==> src/rtl/mem_port_arbiter_if.sv <==
// Bundles the fetch, data-access, memory-macro and stall signals of the memory port arbiter.
// slave is the arbiter; master is its surroundings (IF/MEM stages and the memory macro).
interface mem_port_arbiter_if #(
  parameter int ADDR_W = 32,
  parameter int DATA_W = 32
);
  logic              if_req;
  logic [ADDR_W-1:0] if_addr;
  logic [DATA_W-1:0] if_rdata;
  logic              if_ack;

  logic              d_req;
  logic              d_we;
  logic [ADDR_W-1:0] d_addr;
  logic [DATA_W-1:0] d_wdata;
  logic [DATA_W-1:0] d_rdata;
  logic              d_ack;

  logic              mem_en;
  logic              mem_we;
  logic [ADDR_W-1:0] mem_addr;
  logic [DATA_W-1:0] mem_wdata;
  logic [DATA_W-1:0] mem_rdata;

  logic              stall_if;
  logic              stall_mem;

  modport slave (
    input  if_req, if_addr, d_req, d_we, d_addr, d_wdata, mem_rdata,
    output if_rdata, if_ack, d_rdata, d_ack,
    output mem_en, mem_we, mem_addr, mem_wdata,
    output stall_if, stall_mem
  );

  modport master (
    output if_req, if_addr, d_req, d_we, d_addr, d_wdata, mem_rdata,
    input  if_rdata, if_ack, d_rdata, d_ack,
    input  mem_en, mem_we, mem_addr, mem_wdata,
    input  stall_if, stall_mem
  );
endinterface

==> src/rtl/mem_port_arbiter.sv <==
// Shares one single-port memory between instruction fetch and MEM-stage data access.
// One transaction at a time: IDLE (grant) -> ISSUE -> WAIT (MEM_LAT) -> ACK.
module mem_port_arbiter #(
  parameter int ADDR_W  = 32,
  parameter int DATA_W  = 32,
  parameter int MEM_LAT = 2
) (
  input logic               clk,
  input logic               rst,
  mem_port_arbiter_if.slave bus
);

  localparam int CNT_W = (MEM_LAT < 2) ? 1 : $clog2(MEM_LAT + 1);

  typedef enum logic [1:0] {IDLE, ISSUE, WAIT, ACK} state_t;
  typedef enum logic {OWN_IF, OWN_D} owner_t;

  state_t            state;
  state_t            state_nxt;
  owner_t            owner;
  owner_t            last_grant;
  logic [CNT_W-1:0]  wait_cnt;
  logic              grant_d;
  logic              grant_if;
  logic              data_done;

  logic              mem_we_q;
  logic [ADDR_W-1:0] mem_addr_q;
  logic [DATA_W-1:0] mem_wdata_q;
  logic [DATA_W-1:0] if_rdata_q;
  logic [DATA_W-1:0] d_rdata_q;

  // Data wins a conflict unless it also won the previous grant.
  always_comb begin
    grant_d  = bus.d_req & (~bus.if_req | (last_grant == OWN_IF));
    grant_if = bus.if_req & ~grant_d;
  end

  assign data_done = (state == WAIT) && (wait_cnt == CNT_W'(1));

  always_ff @(posedge clk) begin
    if (rst) begin
      state <= IDLE;
    end else begin
      state <= state_nxt;
    end
  end

  always_comb begin
    state_nxt = state;
    case (state)
      IDLE:    if (grant_d | grant_if) state_nxt = ISSUE;
      ISSUE:   state_nxt = WAIT;
      WAIT:    if (data_done) state_nxt = ACK;
      ACK:     state_nxt = IDLE;
      default: state_nxt = IDLE;
    endcase
  end

  always_comb begin
    bus.mem_en = 1'b0;
    bus.if_ack = 1'b0;
    bus.d_ack  = 1'b0;
    case (state)
      ISSUE:   bus.mem_en = 1'b1;
      ACK: begin
        bus.if_ack = (owner == OWN_IF);
        bus.d_ack  = (owner == OWN_D);
      end
      default: ;
    endcase
  end

  always_ff @(posedge clk) begin
    if (rst) begin
      wait_cnt <= '0;
    end else if (state == ISSUE) begin
      wait_cnt <= CNT_W'(MEM_LAT);
    end else if (state == WAIT) begin
      wait_cnt <= wait_cnt - CNT_W'(1);
    end
  end

  // Request fields are sampled only at the grant edge and then held until the next grant.
  always_ff @(posedge clk) begin
    if (rst) begin
      owner       <= OWN_IF;
      last_grant  <= OWN_IF;
      mem_we_q    <= 1'b0;
      mem_addr_q  <= '0;
      mem_wdata_q <= '0;
      if_rdata_q  <= '0;
      d_rdata_q   <= '0;
    end else begin
      if (state == IDLE && (grant_d | grant_if)) begin
        owner       <= grant_d ? OWN_D : OWN_IF;
        last_grant  <= grant_d ? OWN_D : OWN_IF;
        mem_we_q    <= grant_d & bus.d_we;
        mem_addr_q  <= grant_d ? bus.d_addr : bus.if_addr;
        mem_wdata_q <= bus.d_wdata;
      end
      if (data_done && !mem_we_q) begin
        if (owner == OWN_D) begin
          d_rdata_q <= bus.mem_rdata;
        end else begin
          if_rdata_q <= bus.mem_rdata;
        end
      end
    end
  end

  assign bus.mem_we    = mem_we_q;
  assign bus.mem_addr  = mem_addr_q;
  assign bus.mem_wdata = mem_wdata_q;
  assign bus.if_rdata  = if_rdata_q;
  assign bus.d_rdata   = d_rdata_q;

  assign bus.stall_if  = bus.if_req & ~bus.if_ack;
  assign bus.stall_mem = bus.d_req & ~bus.d_ack;

endmodule

==> src/flat_wrapper.sv <==
// flat-port wrapper written by rule: the top's interface ports become plain ports
module mem_port_arbiter_flat 
#(
  parameter int ADDR_W  = 32,
  parameter int DATA_W  = 32,
  parameter int MEM_LAT = 2
)
  (clk, rst, bus_if_req, bus_if_addr, bus_d_req, bus_d_we, bus_d_addr, bus_d_wdata, bus_mem_rdata, bus_if_rdata, bus_if_ack, bus_d_rdata, bus_d_ack, bus_mem_en, bus_mem_we, bus_mem_addr, bus_mem_wdata, bus_stall_if, bus_stall_mem);
  mem_port_arbiter_if #(.ADDR_W(ADDR_W), .DATA_W(DATA_W)) bus_i ();
  input logic clk;
  input logic rst;
  input wire logic [$bits(bus_i.if_req)-1:0] bus_if_req;
  input wire logic [$bits(bus_i.if_addr)-1:0] bus_if_addr;
  input wire logic [$bits(bus_i.d_req)-1:0] bus_d_req;
  input wire logic [$bits(bus_i.d_we)-1:0] bus_d_we;
  input wire logic [$bits(bus_i.d_addr)-1:0] bus_d_addr;
  input wire logic [$bits(bus_i.d_wdata)-1:0] bus_d_wdata;
  input wire logic [$bits(bus_i.mem_rdata)-1:0] bus_mem_rdata;
  output wire logic [$bits(bus_i.if_rdata)-1:0] bus_if_rdata;
  output wire logic [$bits(bus_i.if_ack)-1:0] bus_if_ack;
  output wire logic [$bits(bus_i.d_rdata)-1:0] bus_d_rdata;
  output wire logic [$bits(bus_i.d_ack)-1:0] bus_d_ack;
  output wire logic [$bits(bus_i.mem_en)-1:0] bus_mem_en;
  output wire logic [$bits(bus_i.mem_we)-1:0] bus_mem_we;
  output wire logic [$bits(bus_i.mem_addr)-1:0] bus_mem_addr;
  output wire logic [$bits(bus_i.mem_wdata)-1:0] bus_mem_wdata;
  output wire logic [$bits(bus_i.stall_if)-1:0] bus_stall_if;
  output wire logic [$bits(bus_i.stall_mem)-1:0] bus_stall_mem;
  assign bus_i.if_req = bus_if_req;
  assign bus_i.if_addr = bus_if_addr;
  assign bus_i.d_req = bus_d_req;
  assign bus_i.d_we = bus_d_we;
  assign bus_i.d_addr = bus_d_addr;
  assign bus_i.d_wdata = bus_d_wdata;
  assign bus_i.mem_rdata = bus_mem_rdata;
  assign bus_if_rdata = bus_i.if_rdata;
  assign bus_if_ack = bus_i.if_ack;
  assign bus_d_rdata = bus_i.d_rdata;
  assign bus_d_ack = bus_i.d_ack;
  assign bus_mem_en = bus_i.mem_en;
  assign bus_mem_we = bus_i.mem_we;
  assign bus_mem_addr = bus_i.mem_addr;
  assign bus_mem_wdata = bus_i.mem_wdata;
  assign bus_stall_if = bus_i.stall_if;
  assign bus_stall_mem = bus_i.stall_mem;
  mem_port_arbiter #(.ADDR_W(ADDR_W), .DATA_W(DATA_W), .MEM_LAT(MEM_LAT)) u_core (.clk(clk), .rst(rst), .bus(bus_i));
endmodule
==> config.mk <==
export PLATFORM = sky130hd
export DESIGN_NAME = mem_port_arbiter_flat
export DESIGN_NICKNAME = d
export VERILOG_FILES = /design/src/rtl/mem_port_arbiter_if.sv /design/src/rtl/mem_port_arbiter.sv /design/src/flat_wrapper.sv
export SDC_FILE = /design/constraint.sdc
export NUM_CORES = 1
export LEC_CHECK = 0
export ABC_AREA = 1
export BUFFER_PORTS_ARGS = -buffer_cell sky130_fd_sc_hd__buf_2
export CORE_MARGIN = 2
export CORE_UTILIZATION = 47
export CTS_BUF_LIST = sky130_fd_sc_hd__clkbuf_16
export DETAILED_ROUTE_END_ITERATION = 10
export GPL_TIMING_DRIVEN = 1
export PLACE_DENSITY = 0.91
export REMOVE_ABC_BUFFERS = 1
export SKIP_CTS_REPAIR_TIMING = 1
export SLEW_MARGIN = 20
export SYNTH_ARGS = -nofsm -noshare
export SYNTH_HDL_FRONTEND = slang
export SYNTH_SLANG_ARGS = --single-unit
export TNS_END_PERCENT = 50
==> constraint.sdc <==
create_clock -name clk -period 1.95 [get_ports clk]
set_input_delay 0.195 -clock clk [delete_from_list [all_inputs] [get_ports clk]]
set_output_delay 0.195 -clock clk [all_outputs]
set_load 0.01 [all_outputs]
==> key figures <==
Placed design
  – HPWL Detailed: about 11000 um
  – Dpl cells: between 1000 and 1500
  – I/O Buffers: between 200 and 300
  – GPL Wtd Cong: ~0.84

GRT
  – Antenna violations before repair: 3
  – First-pass GRT wire length: ~25000 um
  – Vias in the first global route: 5457
  – Total gr overflow: 0
  – Gr usage total: between 20 and 25%
  – Largest net degree at the start of global routing: between 60 and 70

Cells and area
  – Final #Nets: between 1000 and 1500
  – Share of cells above drive strength 1: between 20 and 30%
  – Area Growth Syn to Fin: 33.2%
  – Final cell count without fillers: 1227
  – Core Util, Final: a little under two thirds
  – # fillers: 1041

Clock network
  – Clk root buf: clkbuf_16
  – TritonCTS buffer count: 17
  – CTS max path bufs: 2
  – Sink Count: approximately 130
  – Reg clk slew, reported paths: 0.06 ns
  – Worst skew pair latency: roughly 0.4 ns
  – CTS tree: built
  – Htree depth: 4

Synth
  – Synth Flop Type: dfxtp_1
  – Synth warn: 0
  – Most area-consuming cells after synthesis: dfxtp_1 47%, nand2_1 18%, nor2_1 8.8%
  – EDFF count, synth: 0
  – Largest family of logic cells by synthesized area: simple AND/OR/NAND/NOR gates
  – Leading area contributor after synthesis: dfxtp_1
  – Syn Area/Cell: a little under 7 um2
  – Library cells used by synthesis: 19
  – Commonest cells post-synth: 266 x nand2_1, 134 x dfxtp_1, 134 x nor2_1
  – Async set-reset flop share out of synthesis: 0%
  – Synth Area in Simple Gates: 34.6%
  – XOR/XNOR Fraction of Synth Area: 0%
  – Cells after Synth: a little over 800
  – Adder-cell share of the synthesized area: 1.10%
  – Mux contribution to synthesized area: 0%
  – Share of the synthesized area in the top cell type: between 40% and 50%
  – Synthesized flop and latch total: between 100 and 150
  – Sequential area share after synthesis: 47.1%
  – Mapped cell area: 5700 um2
  – Top-count cell post-synth: nand2_1
  – Synth Area in Compound Gates: a little under a tenth

Status
  – Run status: complete, no violations

Worst setup path
  – Worst R2R Path Depth: 8
  – Crit Reg-Reg Endpoint: u_core.bus.d_rdata[1]
  – CP endpoint kind: flip-flop
  – CP required: ~2.2 ns
  – RR Startpoint: u_core.state[0]
  – Worst EP arrival: between 2 and 2.5 ns
  – CP startpoint kind: flip-flop
  – R2R Setup Slk: approximately 0.18 ns
  – Max FO, Critical Path: 32
  – Crit path kind: flip-flop to flip-flop

Timing
  – Worst slew pin tran: between 0.5 and 0.6 ns
  – Slew Limit Fails: 0
  – Fin crit period: about 1.8 ns
  – RSZ-0062 raised after global routing: no
  – Worst slew margin: about three fifths
  – Final hold vios: 0
  – Fmax achieved: ~560 MHz
  – Fin crit share: 90.8%
  – Clock Skew: 0.00645 ns
  – Count of final setup violators: 0
  – Final hold slack: between 0.03 and 0.04 ns

Flow run
  – Max-cap viol count: 0

Power and ir drop
  – Peak supply drop: approximately 0.00076 V
  – Leakage: slightly below 4 nW
  – Pwr Total: approximately 9.7 mW
  – Power Dens Cells: about 1300 nW/um2

Die
  – Die area: roughly 13000 um2
  – Ports: between 200 and 300
  – Std-Cell Rows: 40
  – Core ar.: 11900 um2
  – Starting Density: about 48%
  – Die Ht: approximately 110 um
  – Overall die width: about 110 um

Detailed routing
  – Final ANT Viol Nets: 0
  – Routed WL: between 15000 and 20000 um
  – DRC: 0
  – Routed length per placed instance: roughly 13 um
  – Vias: 6042
  – DR iter-0 viols: between 500 and 600
  – Drt first pass iters: 5
  – DR vias/cell: 4.92

Worst hold path
  – Hold EP: u_core.bus.d_rdata[20]
  – Cell depth of the worst hold path: 3
  – Start point of the worst hold path: bus_mem_rdata[20]
  – HP Class: input pin to flip-flop
==> layout make-up <==
type,count,area [um2],area share (%)
flip-flops and latches,134,2680,35.4
multi-input cells,583,2550,33.6
inverters,48,185,2.44
clock inverters,15,123,1.62
well taps,147,184,2.42
repair buffers,279,1430,18.8
clock buffers,17,425,5.61
diodes,4,10.0,0.132
==> worst max-delay path by stage <==
stage                                  from                 endpoint
final                       u_core.state[0]    u_core.bus.d_rdata[1]
after detailed placement    u_core.state[0]   u_core.bus.d_rdata[29]
after CTS                   u_core.state[0]    u_core.bus.d_rdata[1]
after global placement      u_core.state[0]   u_core.bus.d_rdata[31]
after global routing        u_core.state[0]    u_core.bus.d_rdata[1]
after floorplan           u_core.last_grant  u_core.bus.mem_wdata[0]
==> cells by family (layout without fill, tap and decap cells) <==
kind of cell | count (synthesis) | in the layout
simple gates | 475 | 475
flops | 134 | 134
buf+inv | 105 | 359
compound gates | 103 | 103
fa+ha+maj | 5 | 5
other cells | 0 | 4
==> routing by layer <==
metal / vias up / global-route usage [%] / routed length, um
met4: 0 / 14.6 / 739
met2: 285 / 40.0 / 7580
met1: 2652 / 28.0 / 6460
met5: - / 0 / 0
met3: 53 / 7.99 / 1400
li1: 3052 / - / -
==> power breakdown <==
group / switching (mW) / internal (mW) / leakage [nW]
registers: 0.287 / 3.32 / 1.10
clock network: 1.14 / 1.84 / 0.288
logic: 1.96 / 1.12 / 2.57
total: 3.39 / 6.28 / 3.95
==> worst max-delay path, cell delays in order (launching register included) <==
cell	delay, ns
dfxtp_1	0.33
inv_1	0.10
ha_1	0.30
nand2_2	0.10
nor2_4	0.21
nand2_2	0.12
buf_4	0.26
nand2_1	0.11
a21oi_1	0.08
==> flip-flops by register name, indices dropped and copies added (netlist names) <==
signal	cells
u_core.bus.mem_addr	32
u_core.bus.if_rdata	32
u_core.state	2
u_core.bus.mem_wdata	32
u_core.bus.mem_we	1
u_core.bus.d_rdata	32
u_core.last_grant	1
u_core.wait_cnt	2
==> per-stage QoR <==
step	setup slack [ns]	TNS, ns	area, um2
2_1_floorplan	-1.10	-66.43	5410
3_3_place_gp	0.311	0	7030
3_5_place_dp	0.176	0	7030
4_1_cts	0.125	0	7570
5_1_grt	0.00679	0	7580
6_report	0.179	0	7590
==> layout by cell type (no fill, tap or decap) <==
cell type / Yosys / routed
inv_2: 2 / 3
dfxtp_1: 134 / 134
clkinv_1: 0 / 2
buf_4: 3 / 13
a21oi_1: 69 / 69
diode_2: 0 / 4
nand2_1: 266 / 266
nand3_1: 36 / 36
nor2_1: 134 / 134
clkinv_2: 1 / 4
bufinv_16: 0 / 2
clkbuf_16: 0 / 17
nand2_2: 5 / 5
clkinvlp_4: 0 / 1
ha_1: 5 / 5
inv_6: 0 / 2
inv_1: 45 / 49
nor2_4: 1 / 1
o21ai_0: 34 / 34
nor4_1: 1 / 1
nand3b_1: 32 / 32
buf_2: 16 / 266
Power figures use the tool's default switching activity.
